<file path="src/rtl/integrate_dump_accumulator_if.sv">
// Stream bundle for the integrate-and-dump accumulator: sample input side and block-sum output side.
// Signal names are from the accumulator's point of view (i_* flows into it, o_* out of it).
interface integrate_dump_accumulator_if #(
    parameter int WIDTH_IN  = 16,
    parameter int WIDTH_ACC = 24
);
    logic                 i_clear;
    logic                 i_valid;
    logic                 o_ready;
    logic [WIDTH_IN-1:0]  i_data;
    logic                 o_valid;
    logic                 i_ready;
    logic [WIDTH_ACC-1:0] o_data;
    logic                 o_ovf;

    // Producer/consumer side, driving samples and draining block sums.
    modport master (
        output i_clear, i_valid, i_data, i_ready,
        input  o_ready, o_valid, o_data, o_ovf
    );

    // Accumulator side.
    modport slave (
        input  i_clear, i_valid, i_data, i_ready,
        output o_ready, o_valid, o_data, o_ovf
    );
endinterface

</file>
<file path="src/rtl/integrate_dump_accumulator.sv">
// Extends narrow samples, sums DUMP_LEN of them into a wide (optionally saturating)
// accumulator and emits one registered word per block.
module integrate_dump_accumulator #(
    parameter int WIDTH_IN  = 16,
    parameter int WIDTH_ACC = 24,
    parameter int DUMP_LEN  = 8,
    parameter bit IS_SIGNED = 1'b1
) (
    input logic i_clk,
    input logic i_rst,
    integrate_dump_accumulator_if.slave io_bus
);
    localparam int CNT_W = (DUMP_LEN > 1) ? $clog2(DUMP_LEN) : 1;
    localparam int EXT_W = WIDTH_ACC + 1 - WIDTH_IN;
    localparam logic [CNT_W-1:0] LAST_CNT = CNT_W'(DUMP_LEN - 1);

    if (WIDTH_ACC < WIDTH_IN) begin : g_bad_width
        $error("integrate_dump_accumulator: WIDTH_ACC must be >= WIDTH_IN");
    end
    if (DUMP_LEN < 1) begin : g_bad_len
        $error("integrate_dump_accumulator: DUMP_LEN must be >= 1");
    end

    logic [WIDTH_ACC-1:0] r_acc;
    logic [CNT_W-1:0]     r_cnt;
    logic                 r_blk_ovf;
    logic                 r_valid;
    logic [WIDTH_ACC-1:0] r_data;
    logic                 r_ovf;

    logic                 w_sign_in;
    logic                 w_sign_acc;
    logic [WIDTH_ACC:0]   w_x;
    logic [WIDTH_ACC:0]   w_acc_ext;
    logic [WIDTH_ACC:0]   w_s;
    logic                 w_ovf;
    logic [WIDTH_ACC-1:0] w_clamp;
    logic [WIDTH_ACC-1:0] w_sum;
    logic                 w_last;
    logic                 w_ready;
    logic                 w_in_beat;
    logic                 w_out_beat;

    assign w_sign_in  = IS_SIGNED ? io_bus.i_data[WIDTH_IN-1] : 1'b0;
    assign w_sign_acc = IS_SIGNED ? r_acc[WIDTH_ACC-1] : 1'b0;
    assign w_x        = {{EXT_W{w_sign_in}}, io_bus.i_data};
    assign w_acc_ext  = {w_sign_acc, r_acc};
    assign w_s        = w_acc_ext + w_x;

    // One guard bit is enough: a single add can only step one range past the limit.
    assign w_ovf   = IS_SIGNED ? (w_s[WIDTH_ACC] ^ w_s[WIDTH_ACC-1]) : w_s[WIDTH_ACC];
    assign w_clamp = !IS_SIGNED ? {WIDTH_ACC{1'b1}} :
                     (w_s[WIDTH_ACC] ? {1'b1, {(WIDTH_ACC-1){1'b0}}}
                                     : {1'b0, {(WIDTH_ACC-1){1'b1}}});
    assign w_sum   = w_ovf ? w_clamp : w_s[WIDTH_ACC-1:0];

    // Valid/ready: a beat happens on a side when its valid and ready are both high in the
    // same cycle; valid never waits for ready. Only the final beat of a block can stall,
    // and only while the previous word is still unconsumed.
    assign w_last     = (r_cnt == LAST_CNT);
    assign w_ready    = !(w_last && r_valid && !io_bus.i_ready);
    assign w_in_beat  = io_bus.i_valid && w_ready;
    assign w_out_beat = r_valid && io_bus.i_ready;

    always_ff @(posedge i_clk) begin
        if (i_rst) begin
            r_acc     <= '0;
            r_cnt     <= '0;
            r_blk_ovf <= 1'b0;
            r_valid   <= 1'b0;
            r_data    <= '0;
            r_ovf     <= 1'b0;
        end else begin
            if (w_out_beat) begin
                r_valid <= 1'b0;
            end
            // Clear wins over a same-cycle sample but leaves a pending word alone.
            if (io_bus.i_clear) begin
                r_acc     <= '0;
                r_cnt     <= '0;
                r_blk_ovf <= 1'b0;
            end else if (w_in_beat) begin
                if (w_last) begin
                    r_data    <= w_sum;
                    r_ovf     <= r_blk_ovf | w_ovf;
                    r_valid   <= 1'b1;
                    r_acc     <= '0;
                    r_cnt     <= '0;
                    r_blk_ovf <= 1'b0;
                end else begin
                    r_acc     <= w_sum;
                    r_cnt     <= r_cnt + CNT_W'(1);
                    r_blk_ovf <= r_blk_ovf | w_ovf;
                end
            end
        end
    end

    assign io_bus.o_ready = w_ready;
    assign io_bus.o_valid = r_valid;
    assign io_bus.o_data  = r_data;
    assign io_bus.o_ovf   = r_ovf;
endmodule

</file>
<file path="src/flat_wrapper.sv">
// flat-port wrapper written by rule: the top's interface ports become plain ports
module integrate_dump_accumulator_flat 
#(
    parameter int WIDTH_IN  = 16,
    parameter int WIDTH_ACC = 24,
    parameter int DUMP_LEN  = 8,
    parameter bit IS_SIGNED = 1'b1
)
  (i_clk, i_rst, io_bus_i_clear, io_bus_i_valid, io_bus_i_data, io_bus_i_ready, io_bus_o_ready, io_bus_o_valid, io_bus_o_data, io_bus_o_ovf);
  integrate_dump_accumulator_if #(.WIDTH_IN(WIDTH_IN), .WIDTH_ACC(WIDTH_ACC)) io_bus_i ();
  input logic i_clk;
  input logic i_rst;
  input wire logic [$bits(io_bus_i.i_clear)-1:0] io_bus_i_clear;
  input wire logic [$bits(io_bus_i.i_valid)-1:0] io_bus_i_valid;
  input wire logic [$bits(io_bus_i.i_data)-1:0] io_bus_i_data;
  input wire logic [$bits(io_bus_i.i_ready)-1:0] io_bus_i_ready;
  output wire logic [$bits(io_bus_i.o_ready)-1:0] io_bus_o_ready;
  output wire logic [$bits(io_bus_i.o_valid)-1:0] io_bus_o_valid;
  output wire logic [$bits(io_bus_i.o_data)-1:0] io_bus_o_data;
  output wire logic [$bits(io_bus_i.o_ovf)-1:0] io_bus_o_ovf;
  assign io_bus_i.i_clear = io_bus_i_clear;
  assign io_bus_i.i_valid = io_bus_i_valid;
  assign io_bus_i.i_data = io_bus_i_data;
  assign io_bus_i.i_ready = io_bus_i_ready;
  assign io_bus_o_ready = io_bus_i.o_ready;
  assign io_bus_o_valid = io_bus_i.o_valid;
  assign io_bus_o_data = io_bus_i.o_data;
  assign io_bus_o_ovf = io_bus_i.o_ovf;
  integrate_dump_accumulator #(.WIDTH_IN(WIDTH_IN), .WIDTH_ACC(WIDTH_ACC), .DUMP_LEN(DUMP_LEN), .IS_SIGNED(IS_SIGNED)) u_core (.i_clk(i_clk), .i_rst(i_rst), .io_bus(io_bus_i));
endmodule
</file>
<file path="config.mk">
export PLATFORM = sky130hd
export DESIGN_NAME = integrate_dump_accumulator_flat
export DESIGN_NICKNAME = d
export VERILOG_FILES = /design/src/rtl/integrate_dump_accumulator_if.sv /design/src/rtl/integrate_dump_accumulator.sv /design/src/flat_wrapper.sv
export SDC_FILE = /design/constraint.sdc
export NUM_CORES = 1
export LEC_CHECK = 0
export CAP_MARGIN = 15
export CELL_PAD_IN_SITES_DETAIL_PLACEMENT = 1
export CELL_PAD_IN_SITES_GLOBAL_PLACEMENT = 2
export CORE_MARGIN = 5
export CORE_UTILIZATION = 33
export CTS_CLUSTER_SIZE = 14
export DETAILED_ROUTE_END_ITERATION = 8
export DONT_BUFFER_PORTS = 1
export PLACE_DENSITY = 0.73
export SYNTH_ARGS = -nofsm -noshare
export SYNTH_HDL_FRONTEND = slang
export SYNTH_SLANG_ARGS = --single-unit
</file>
<file path="constraint.sdc">
create_clock -name i_clk -period 3.1 [get_ports i_clk]
set_clock_uncertainty 0.1 [all_clocks]
set_input_delay 0.62 -clock i_clk [delete_from_list [all_inputs] [get_ports i_clk]]
set_output_delay 0.62 -clock i_clk [all_outputs]
set_load 0.1 [all_outputs]
</file>
==> impl_metrics.sql, run 1 <==
INSERT INTO impl_metrics (metric_group, metric, value, unit) VALUES
('critical_path', 'worst-setup-path-type', 'flop to flop', ''),
('job', 'max_cap_violations', '0', ''),
('floorplanning', 'die_width', '114', 'microns'),
('critical_path', 'r2r-end', 'u_core.io_bus.o_data[12]', ''),
('timing', 'worst_slew_pin_slew', '0.993', 'ns'),
('critical_path', 'timing.reg2reg.setup_slack', '0.08', 'ns'),
('pwr', 'power.ir.vdd_worst', '234', 'uV'),
('final_layout', 'antenna_cells', '0', ''),
('synthesis', 'netlist.area_leader.share', '30.2', '%'),
('routing', 'avgRoutedWirePerCell', '18.9', 'microns'),
('clock_network', 'worst_skew_pair.late_latency', '0.34', 'ns'),
('outcome', 'run_status', 'finished clean', ''),
('synthesis', 'yosys_reg_bits', '54', ''),
('floorplanning', 'initial_utilization', '33.3', '%'),
('global_route', 'met2_resource_use_gr', '34.4', '%'),
('placement', 'finalWeightedCongestion', '0.808', ''),
('synthesis', 'synth_top_area_cell', 'dfxtp_1', ''),
('routing', 'detailedRoute.firstPassIterationCount', '4', ''),
('global_route', 'grt_pass1_vias', '3831', ''),
('min_path', 'min_delay_path_depth', '1', ''),
('floorplanning', 'floorplan.die.height', '114', 'microns'),
('timing', 'min_period_over_period', '97.5', '%'),
('routing', 'routed-via-count', '3657', ''),
('clock_network', 'clock_path_buffers', '2', ''),
('global_route', 'grt_busiest_layer', 'met2', ''),
('placement', 'post-place-ws', '-0.256', 'ns'),
('placement', 'port_bufs', '0', ''),
('timing', 'finalSetupViolations', '0', ''),
('synthesis', 'ys_types', '52', ''),
('floorplanning', 'floorplan.die_area', '13000', 'sq um'),
('global_route', 'grtUsageTotal', '18.7', '%'),
('global_route', 'residual_overflow_from_global_routing', '0', ''),
('critical_path', 'regToRegStartpoint', 'u_core.r_acc[4]', ''),
('clock_network', 'tritoncts', 'done', ''),
('min_path', 'min_path_type', 'input pin to flop', ''),
('clock_network', 'clock_slew_at_reported_path_ffs', '0.12', 'ns'),
('critical_path', 'cp-start-kind', 'flop', ''),
('critical_path', 'worst_ep_arrival_time', '3.14', 'ns'),
('pwr', 'power_density', '393', 'nW/um^2'),
('critical_path', 'ff2ff_path_depth', '11', ''),
('routing', 'drc', '0', ''),
('synthesis', 'synthesis_warning_total', '0', ''),
('global_route', 'grt_start_max_net_pins', '33', ''),
('clock_network', 'cts_buffers', '5', ''),
('clock_network', 'cell_at_the_root_of_the_clock_tree', 'clkbuf_8', ''),
('global_route', 'grt_antenna_before_repair', '0', ''),
('critical_path', 'cpMaxStageDelayCell', 'o41a_1', ''),
('final_layout', 'stdcell_area', '4540', 'sq um'),
('routing', 'detail_route.vias_per_cell', '5.62', ''),
('critical_path', 'crit_path_max_incr_delay', '0.43', 'ns'),
('final_layout', 'nets', '558', ''),
('clock_network', 'htreeDepth', '2', ''),
('timing', 'rsz0062_at_grt', 'true', ''),
('timing', 'final_critical_path_setup_slack', '0.0775', 'ns'),
('final_layout', 'fraction_of_layout_instances_using_a_drive_strength_above_1', '22.5', '%'),
('synthesis', 'postSynthNetCount', '513', ''),
('final_layout', 'final_cells', '651', ''),
('min_path', 'worst_hold_startpoint', 'i_rst', ''),
('critical_path', 'worst-endpoint-required', '3.22', 'ns'),
('global_route', 'grt_first_pass_wirelength', '19300', 'microns'),
('synthesis', 'most_common_flop_cell_mapped_by_yosys', 'dfxtp_1', ''),
('routing', 'finalWirelength', '12300', 'microns'),
('synthesis', 'async_reset_ff_share', '0', '%'),
('clock_network', 'tritoncts_num_sinks', '54', ''),
('timing', 'slew_violations', '0', ''),
('placement', 'dpl.cell_count', '635', ''),
('final_layout', 'area_growth', '26.9', '%'),
('synthesis', 'synth_sequential_area_ratio', '30.2', '%'),
('pwr', 'p_leak', '1.77', 'nW'),
('timing', 'hold_violations', '0', ''),
('final_layout', 'post_route_core_utilization', '42.3', '%');
-- repair_timing --
item / 4_1_cts / 5_1_grt
setup endpoints to repair: 1 / 46
hold buffers: 0 / 0
resized for setup: 1 / 24
endpoints found under the hold margin: 0 / 0
cloned: 0 / 4
buffers inserted: 0 / 4
pin swaps: 0 / 6
-- per-layer routing --
| layer | share of wire [%] | up-vias |
|---|---|---|
| met5 | 0 | - |
| met4 | 1.9 | 0 |
| met3 | 2.7 | 14 |
| met2 | 53 | 39 |
| met1 | 43 | 1808 |
| li1 | - | 1796 |
-- sequential cells by signal, indices dropped and copies added (netlist names) --
register	count
u_core.io_bus.o_data	24
u_core.io_bus.o_ovf	1
u_core.io_bus.o_valid	1
u_core.r_acc	24
u_core.r_blk_ovf	1
u_core.r_cnt	3
-- report_power, final --
part	leakage (nW)	internal [mW]	switching, mW
clock	0.0618	0.266	0.276
sequential	0.439	0.711	0.0117
combinational	1.27	0.236	0.286
-- final cells by class --
| cell class | count | area [sq um] | share of cell area (%) |
|---|---|---|---|
| clock inverters | 2 | 38.8 | 0.854 |
| inverters | 7 | 26.3 | 0.579 |
| repair buffers | 69 | 632 | 13.9 |
| clock buffers | 6 | 82.6 | 1.82 |
| flip-flops and latches | 54 | 1090 | 23.9 |
| well taps | 140 | 175 | 3.86 |
| multi-input cells | 373 | 2500 | 55.1 |
-- worst max path at each step --
stage / cells after the start / slack [ns] / endpoint
after global placement: 11 / -0.25 / u_core.r_acc[6]
after floorplan: 11 / -0.17 / u_core.r_acc[3]
final: 11 / 0.08 / u_core.io_bus.o_data[12]
after CTS: 13 / -0.0006 / u_core.io_bus.o_data[6]
after global routing: 13 / -0.08 / u_core.r_acc[9]
after detailed placement: 13 / -0.26 / u_core.r_acc[5]
-- placed cells by master (no fill, tap or decap), types with 4 or more instances in the layout --
| cell | synthesis | final |
|---|---|---|
| a211oi_1 | 11 | 10 |
| a21o_1 | 9 | 9 |
| a21oi_1 | 77 | 72 |
| a21oi_2 | 0 | 4 |
| and3_1 | 4 | 4 |
| buf_12 | 0 | 4 |
| buf_4 | 0 | 59 |
| clkbuf_8 | 0 | 6 |
| dfxtp_1 | 54 | 50 |
| dfxtp_2 | 0 | 4 |
| ha_1 | 26 | 23 |
| inv_1 | 7 | 7 |
| nand2_1 | 44 | 44 |
| nand2b_1 | 8 | 7 |
| nand3_1 | 5 | 5 |
| nor2_1 | 24 | 23 |
| nor2b_1 | 4 | 4 |
| nor3_1 | 24 | 18 |
| nor3_2 | 0 | 5 |
| o211ai_1 | 8 | 8 |
| o21ai_0 | 54 | 29 |
| o21ai_1 | 10 | 34 |
| xnor2_1 | 7 | 7 |
| xor2_1 | 12 | 12 |
-- cells by family (layout without fill, tap and decap cells) --
group,count (synthesis),count (layout),share of synthesized area [%]
flip-flops,54,54,30.2
multiplexers,2,2,0.560
adder cells (fa/ha/maj),27,27,9.65
AND/OR/NAND/NOR,127,128,17.0
AO/OA/AOI/OAI,197,197,33.4
XOR/XNOR,19,19,4.65
buffers and inverters,39,84,4.51
-- stage by stage --
step	hold slack, ns	power (mW)
3_3_place_gp	0.343	1.20
5_1_grt	0.197	1.88
6_report	0.225	1.79
2_1_floorplan	0.336	1.05
4_1_cts	0.208	1.77
3_5_place_dp	0.355	1.22
-- worst max-delay path, delay by kind of cell (launching register included) --
family          cells  cell delay (ns)
fa+ha+maj           1             0.27
compound gates      8             1.85
buf+inv             1             0.23
simple gates        1             0.09
flops               1             0.35
Power figures use the tool's default switching activity.
==> inputs of run 2 (changes only) <==
--- a/config.mk
+++ b/config.mk
@@ -9,11 +9,11 @@
 export CELL_PAD_IN_SITES_DETAIL_PLACEMENT = 1
 export CELL_PAD_IN_SITES_GLOBAL_PLACEMENT = 2
 export CORE_MARGIN = 5
-export CORE_UTILIZATION = 33
+export CORE_UTILIZATION = 37
 export CTS_CLUSTER_SIZE = 14
 export DETAILED_ROUTE_END_ITERATION = 8
 export DONT_BUFFER_PORTS = 1
-export PLACE_DENSITY = 0.73
+export PLACE_DENSITY = 0.77
 export SYNTH_ARGS = -nofsm -noshare
 export SYNTH_HDL_FRONTEND = slang
 export SYNTH_SLANG_ARGS = --single-unit
==> constraint.sdc (replaced) <==
create_clock -name i_clk -period 3.15 [get_ports i_clk]
set_clock_uncertainty 0.1 [all_clocks]
set_input_delay 0.63 -clock i_clk [delete_from_list [all_inputs] [get_ports i_clk]]
set_output_delay 0.63 -clock i_clk [all_outputs]
set_load 0.1 [all_outputs]
==> impl_metrics.sql, run 2 (synthesis gave the netlist of run 1 again) <==
INSERT INTO impl_metrics (metric_group, metric, value, unit) VALUES
('final_layout', 'area_growth', '24.0', '%'),
('clock_network', 'cts_buffers', '5', ''),
('critical_path', 'timing.critical_path.from', 'u_core.r_acc[4]', ''),
('critical_path', 'r2r-end', 'u_core.io_bus.o_data[13]', ''),
('critical_path', 'crit_chain', 'ha_4 -> o211ai_1 -> o21ai_2 -> o311ai_2 -> o41a_1 -> o21a_2 -> a2111oi_4 -> buf_4 -> nor3_1 -> o21ai_1 -> a21oi_1', ''),
('critical_path', 'worst-endpoint-required', '3.25', 'ns'),
('routing', 'detail_route.vias_per_cell', '5.65', ''),
('timing', 'setup_tns', '0', 'ns'),
('critical_path', 'worst_ep_arrival_time', '3.11', 'ns'),
('final_layout', 'area.sequential', '1080', 'sq um'),
('clock_network', 'tritoncts_num_sinks', '54', ''),
('final_layout', 'multiInputGateArea', '2440', 'sq um'),
('clock_network', 'cell_at_the_root_of_the_clock_tree', 'clkbuf_8', ''),
('routing', 'number_of_routed_nets_with_antenna_violations', '0', ''),
('final_layout', 'filler_cell_count', '1168', ''),
('timing', 'min_period_over_period', '95.6', '%'),
('job', 'max_cap_violations', '0', ''),
('clock_network', 'cts_hold_buffers', '0', ''),
('floorplanning', 'initial_utilization', '38.4', '%'),
('routing', 'detailedRoute.firstPassIterationCount', '4', ''),
('final_layout', 'fraction_of_layout_instances_using_a_drive_strength_above_1', '21.1', '%'),
('final_layout', 'final_common_cell', 'a21oi_1', ''),
('critical_path', 'timing.reg2reg.setup_slack', '0.14', 'ns'),
('critical_path', 'cpMaxStageDelayCell', 'o41a_1', ''),
('critical_path', 'cp-start-kind', 'flop', ''),
('pwr', 'power.ir.vdd_worst', '182', 'uV'),
('critical_path', 'timing.critical_path.to_type', 'flop', ''),
('global_route', 'grt_antenna_before_repair', '0', ''),
('floorplanning', 'floorplan.die_area', '11700', 'sq um'),
('timing', 'slew_violations', '0', ''),
('pwr', 'post-layout-total-power', '1.69', 'mW'),
('placement', 'finalWeightedCongestion', '0.871', ''),
('critical_path', 'cp_max_fo', '10', ''),
('critical_path', 'worst-setup-path-type', 'flop to flop', ''),
('floorplanning', 'placementRows', '35', ''),
('critical_path', 'cp-endpoint', 'u_core.io_bus.o_data[13]', ''),
('final_layout', 'nets', '559', ''),
('clock_network', 'clock_path_buffers', '2', ''),
('clock_network', 'tritoncts', 'done', ''),
('clock_network', 'htreeDepth', '2', ''),
('routing', 'routed-via-count', '3619', ''),
('critical_path', 'regToRegStartpoint', 'u_core.r_acc[4]', ''),
('routing', 'drt-initial-drc-count', '89', ''),
('floorplanning', 'coreArea', '9330', 'sq um'),
('timing', 'worst_slack_on_hold_paths', '0.263', 'ns'),
('routing', 'avgRoutedWirePerCell', '18.5', 'microns'),
('final_layout', 'antenna_cells', '0', ''),
('global_route', 'grt_start_max_net_pins', '29', ''),
('critical_path', 'ff2ff_path_depth', '11', ''),
('timing', 'worst_slew_pin_slew', '0.996', 'ns'),
('timing', 'finalCriticalPeriod', '3.01', 'ns'),
('critical_path', 'crit_path_max_incr_delay', '0.42', 'ns'),
('global_route', 'grt_pass1_vias', '3837', ''),
('placement', 'dpl.hpwl', '8970', 'microns'),
('timing', 'max_freq', '332', 'MHz'),
('floorplanning', 'io_pins', '48', ''),
('routing', 'finalWirelength', '11800', 'microns'),
('placement', 'port_bufs', '0', ''),
('timing', 'rsz0062_at_grt', 'true', ''),
('timing', 'max_slew_margin', '33.5', '%'),
('global_route', 'residual_overflow_from_global_routing', '0', ''),
('global_route', 'grt_first_pass_wirelength', '19100', 'microns'),
('pwr', 'power_density', '382', 'nW/um^2'),
('routing', 'drc', '0', ''),
('final_layout', 'final_cell_mix', 'a21oi_1, buf_4, dfxtp_1, nand2_1, o21ai_1', ''),
('floorplanning', 'die_width', '108', 'microns'),
('clock_network', 'worst_skew_pair.late_latency', '0.32', 'ns'),
('floorplanning', 'floorplan.die.height', '108', 'microns'),
('clock_network', 'clock_slew_at_reported_path_ffs', '0.12', 'ns'),
('min_path', 'min_path_type', 'input pin to flop', ''),
('pwr', 'p_leak', '1.74', 'nW'),
('timing', 'finalSetupViolations', '0', ''),
('global_route', 'grtUsageTotal', '20.5', '%'),
('timing', 'hold_violations', '0', ''),
('outcome', 'run_status', 'finished clean', '');
## run 2: changes by cell type in the layout (fill, tap and decap cells not counted), sizes merged
| cell | change |
|---|---|
| nor2 | -1 |
| buf | +4 |
| clkinvlp | +1 |
| inv | -1 |
| clkbuf | -2 |
## run 2: metal layers
layer  track usage, %  vias up  routed length (microns)
li1                 -     1775                        -
met1             23.5     1767                     4900
met2             38.7       55                     6320
met3             2.93       22                      316
met4             6.67        0                      286
met5                0        -                        0
## run 2: timing repair
item,4_1_cts,5_1_grt
buffers inserted,3,2
setup endpoints to repair,18,47
gates cloned,0,1
endpoints found under the hold margin,0,0
pin swaps,2,5
gates resized for setup,3,14
## run 2: layout make-up
cell class                      instances  area share [%]
Timing Repair Buffer                   71            13.7
Tap cell                              129            3.64
Multi-Input combinational cell        372            55.1
Clock buffer                            6            1.64
Inverter                                7           0.593
Sequential cell                        54            24.4
Clock inverter                          2           0.847
## run 2: worst min-delay path by stage
stage / startpoint / end / slack, ns / depth (start not counted)
CTS: i_rst / u_core.io_bus.o_data[14] / 0.25 / 1
floorplan: u_core.r_cnt[1] / u_core.r_cnt[1] / 0.34 / 2
global route: i_rst / u_core.io_bus.o_data[20] / 0.25 / 1
finish: i_rst / u_core.io_bus.o_data[19] / 0.26 / 1
global placement: u_core.r_acc[10] / u_core.r_acc[10] / 0.34 / 2
detailed placement: u_core.r_acc[8] / u_core.r_acc[8] / 0.36 / 2
## run 2: where the power goes
group | switching (mW) | leakage, nW | total (mW) | internal, mW
combinational | 0.271 | 1.25 | 0.492 | 0.221
clock | 0.250 | 0.0514 | 0.488 | 0.238
sequential | 0.0119 | 0.438 | 0.712 | 0.700
## run 2: through the flow
stage	util (%)	area, sq um	setup WS [ns]	instances
floorplan	-	3660	-0.129	465
global placement	44.8	4180	-0.199	627
detailed placement	44.8	4180	-0.269	627
CTS	46.3	4320	0.0267	638
global route	47.5	4430	-0.0141	641
finish	47.5	4430	0.137	641
## run 2: worst max-delay path, delay by kind of cell, from the launching register on
kind / cells / cell delay (ns)
and+or+nand+nor: 1 / 0.07
adders and majority gates: 1 / 0.30
AOI/OAI and AO/OA: 8 / 1.84
buffers and inverters: 1 / 0.24
DFF: 1 / 0.35
==> inputs of run 3 (changes only) <==
--- a/config.mk
+++ b/config.mk
@@ -14,6 +14,8 @@
 export DETAILED_ROUTE_END_ITERATION = 8
 export DONT_BUFFER_PORTS = 1
 export PLACE_DENSITY = 0.77
+export RECOVER_POWER = 100
+export SETUP_SLACK_MARGIN = 0.05
 export SYNTH_ARGS = -nofsm -noshare
 export SYNTH_HDL_FRONTEND = slang
 export SYNTH_SLANG_ARGS = --single-unit
==> impl_metrics.sql, run 3 (synthesis gave the netlist of run 1 again) <==
INSERT INTO impl_metrics (metric_group, metric, value, unit) VALUES
('outcome', 'run_status', 'complete, but fails checks', ''),
('outcome', 'violated_checks', 'setup timing', ''),
('global_route', 'met2_resource_use_gr', '38.4', '%'),
('floorplanning', 'initial_utilization', '38.4', '%'),
('global_route', 'met3_usage', '2.87', '%'),
('critical_path', 'cp-start-kind', 'flop', ''),
('timing', 'max_freq', '317', 'MHz'),
('timing', 'max_slew_margin', '18.2', '%'),
('timing', 'final_critical_path_setup_slack', '-0.00523', 'ns'),
('timing', 'worst_slack_on_hold_paths', '0.253', 'ns'),
('timing', 'setup_tns', '-0.00523', 'ns'),
('floorplanning', 'floorplan.die.height', '108', 'microns'),
('placement', 'post-place-ws', '-0.268', 'ns'),
('clock_network', 'clock_path_buffers', '2', ''),
('routing', 'number_of_routed_nets_with_antenna_violations', '0', ''),
('global_route', 'grt_start_max_net_pins', '29', ''),
('final_layout', 'nets', '565', ''),
('clock_network', 'cell_at_the_root_of_the_clock_tree', 'clkbuf_8', ''),
('critical_path', 'worst_ep_arrival_time', '3.26', 'ns'),
('placement', 'dpl.cell_count', '628', ''),
('clock_network', 'worst_skew_pair.late_latency', '0.33', 'ns'),
('global_route', 'grt_pass1_vias', '3738', ''),
('final_layout', 'antenna_cells', '0', ''),
('critical_path', 'timing.critical_path.to_type', 'flop', ''),
('critical_path', 'cp_max_fo', '5', ''),
('final_layout', 'final_cell_mix', 'a21oi_1, buf_4, nand2_1, dfxtp_1, o21ai_1', ''),
('timing', 'finalCriticalPeriod', '3.16', 'ns'),
('routing', 'drt-initial-drc-count', '114', ''),
('floorplanning', 'placementRows', '35', ''),
('timing', 'rsz0062_at_grt', 'true', ''),
('timing', 'finalSetupViolations', '1', ''),
('job', 'max_cap_violations', '0', ''),
('timing', 'hold_violations', '0', ''),
('timing', 'min_period_over_period', '100', '%'),
('routing', 'detailedRoute.firstPassIterationCount', '4', ''),
('final_layout', 'fraction_of_layout_instances_using_a_drive_strength_above_1', '28.8', '%'),
('global_route', 'grt_util_met1', '25.3', '%'),
('floorplanning', 'io_pins', '48', ''),
('final_layout', 'post_route_core_utilization', '50.7', '%'),
('floorplanning', 'coreArea', '9330', 'sq um'),
('final_layout', 'final_cells', '646', ''),
('global_route', 'grt_antenna_before_repair', '0', ''),
('global_route', 'grt_first_pass_wirelength', '19500', 'microns'),
('placement', 'dpl.hpwl', '9050', 'microns'),
('pwr', 'p_leak', '1.81', 'nW'),
('clock_network', 'cts_hold_buffers', '0', ''),
('clock_network', 'cts_buffers', '5', ''),
('global_route', 'grt_busiest_layer', 'met2', ''),
('final_layout', 'area_growth', '32.1', '%'),
('global_route', 'residual_overflow_from_global_routing', '0', ''),
('critical_path', 'worst-setup-path-type', 'flop to flop', ''),
('floorplanning', 'floorplan.die_area', '11700', 'sq um'),
('pwr', 'power_density', '374', 'nW/um^2'),
('clock_network', 'tritoncts_num_sinks', '54', ''),
('floorplanning', 'die_width', '108', 'microns'),
('placement', 'port_bufs', '0', ''),
('placement', 'finalWeightedCongestion', '0.878', ''),
('clock_network', 'clock_slew_at_reported_path_ffs', '0.12', 'ns'),
('timing', 'slew_violations', '0', ''),
('routing', 'detail_route.vias_per_cell', '5.68', ''),
('pwr', 'power.ir.vdd_worst', '174', 'uV'),
('routing', 'avgRoutedWirePerCell', '19.8', 'microns'),
('clock_network', 'tritoncts', 'done', ''),
('critical_path', 'worst-endpoint-required', '3.26', 'ns'),
('final_layout', 'final_common_cell', 'a21oi_1', ''),
('clock_network', 'htreeDepth', '2', ''),
('routing', 'finalWirelength', '12800', 'microns'),
('global_route', 'grtUsageTotal', '21.0', '%'),
('min_path', 'min_path_type', 'input pin to flop', ''),
('timing', 'worst_slew_pin_slew', '1.23', 'ns'),
('routing', 'routed-via-count', '3671', ''),
('routing', 'drc', '0', '');
run 3: area by class of cell:
type | count | area (sq um)
Fill cell | 1126 | 4600
Multi-Input combinational cell | 373 | 2670
Sequential cell | 54 | 1100
Timing Repair Buffer | 76 | 661
Tap cell | 129 | 161
Clock buffer | 6 | 82.6
Clock inverter | 1 | 30.0
Inverter | 7 | 26.3
run 3: worst paths after layout:
| kind | start | end | slack [ns] | cells after the start |
|---|---|---|---|---|
| setup / recovery | u_core.r_acc[1] | u_core.io_bus.o_data[12] | -0.005 | 11 |
| hold / removal | i_rst | u_core.io_bus.o_data[15] | 0.25 | 1 |
| setup reg to reg | u_core.r_acc[1] | u_core.io_bus.o_data[12] | -0.005 | 11 |
| hold reg to reg | u_core.r_acc[15] | u_core.r_acc[15] | 0.36 | 2 |
run 3: routing by layer:
layer	part of all wire, %	vias to the layer above
met3	3.6	15
met2	53	63
met4	1.9	0
met1	41	1797
li1	-	1796
met5	0	-
run 3: per-stage QoR:
stage	total power, mW	area (sq um)
after floorplan	1.04	3660
after global placement	1.18	4180
after detailed placement	1.19	4180
after CTS	1.72	4320
after global routing	1.87	4730
final	1.77	4730
run 3: timing repair:
| action | 4_1_cts | 5_1_grt |
|---|---|---|
| setup endpoints to repair | 15 | 49 |
| resized for setup | 4 | 65 |
| setup buffers | 1 | 6 |
| gates cloned | 0 | 5 |
| pin swaps | 3 | 25 |
run 3: critical path, cell delays in order, from the launching register on:
cell and delay, ns:
dfxtp_2 0.35, ha_4 0.27, a211oi_2 0.08, o21ai_2 0.20, o311ai_4 0.13, o41a_1 0.37, o21a_4 0.26, a2111oi_4 0.61
clkbuf_16 0.28, nor3_2 0.05, o21ai_1 0.24, a21oi_1 0.10
run 3: report_power, final:
part	internal [mW]	total, mW	switching, mW
Combinational	0.250	0.546	0.296
Clock	0.255	0.508	0.252
Sequential	0.700	0.714	0.0140
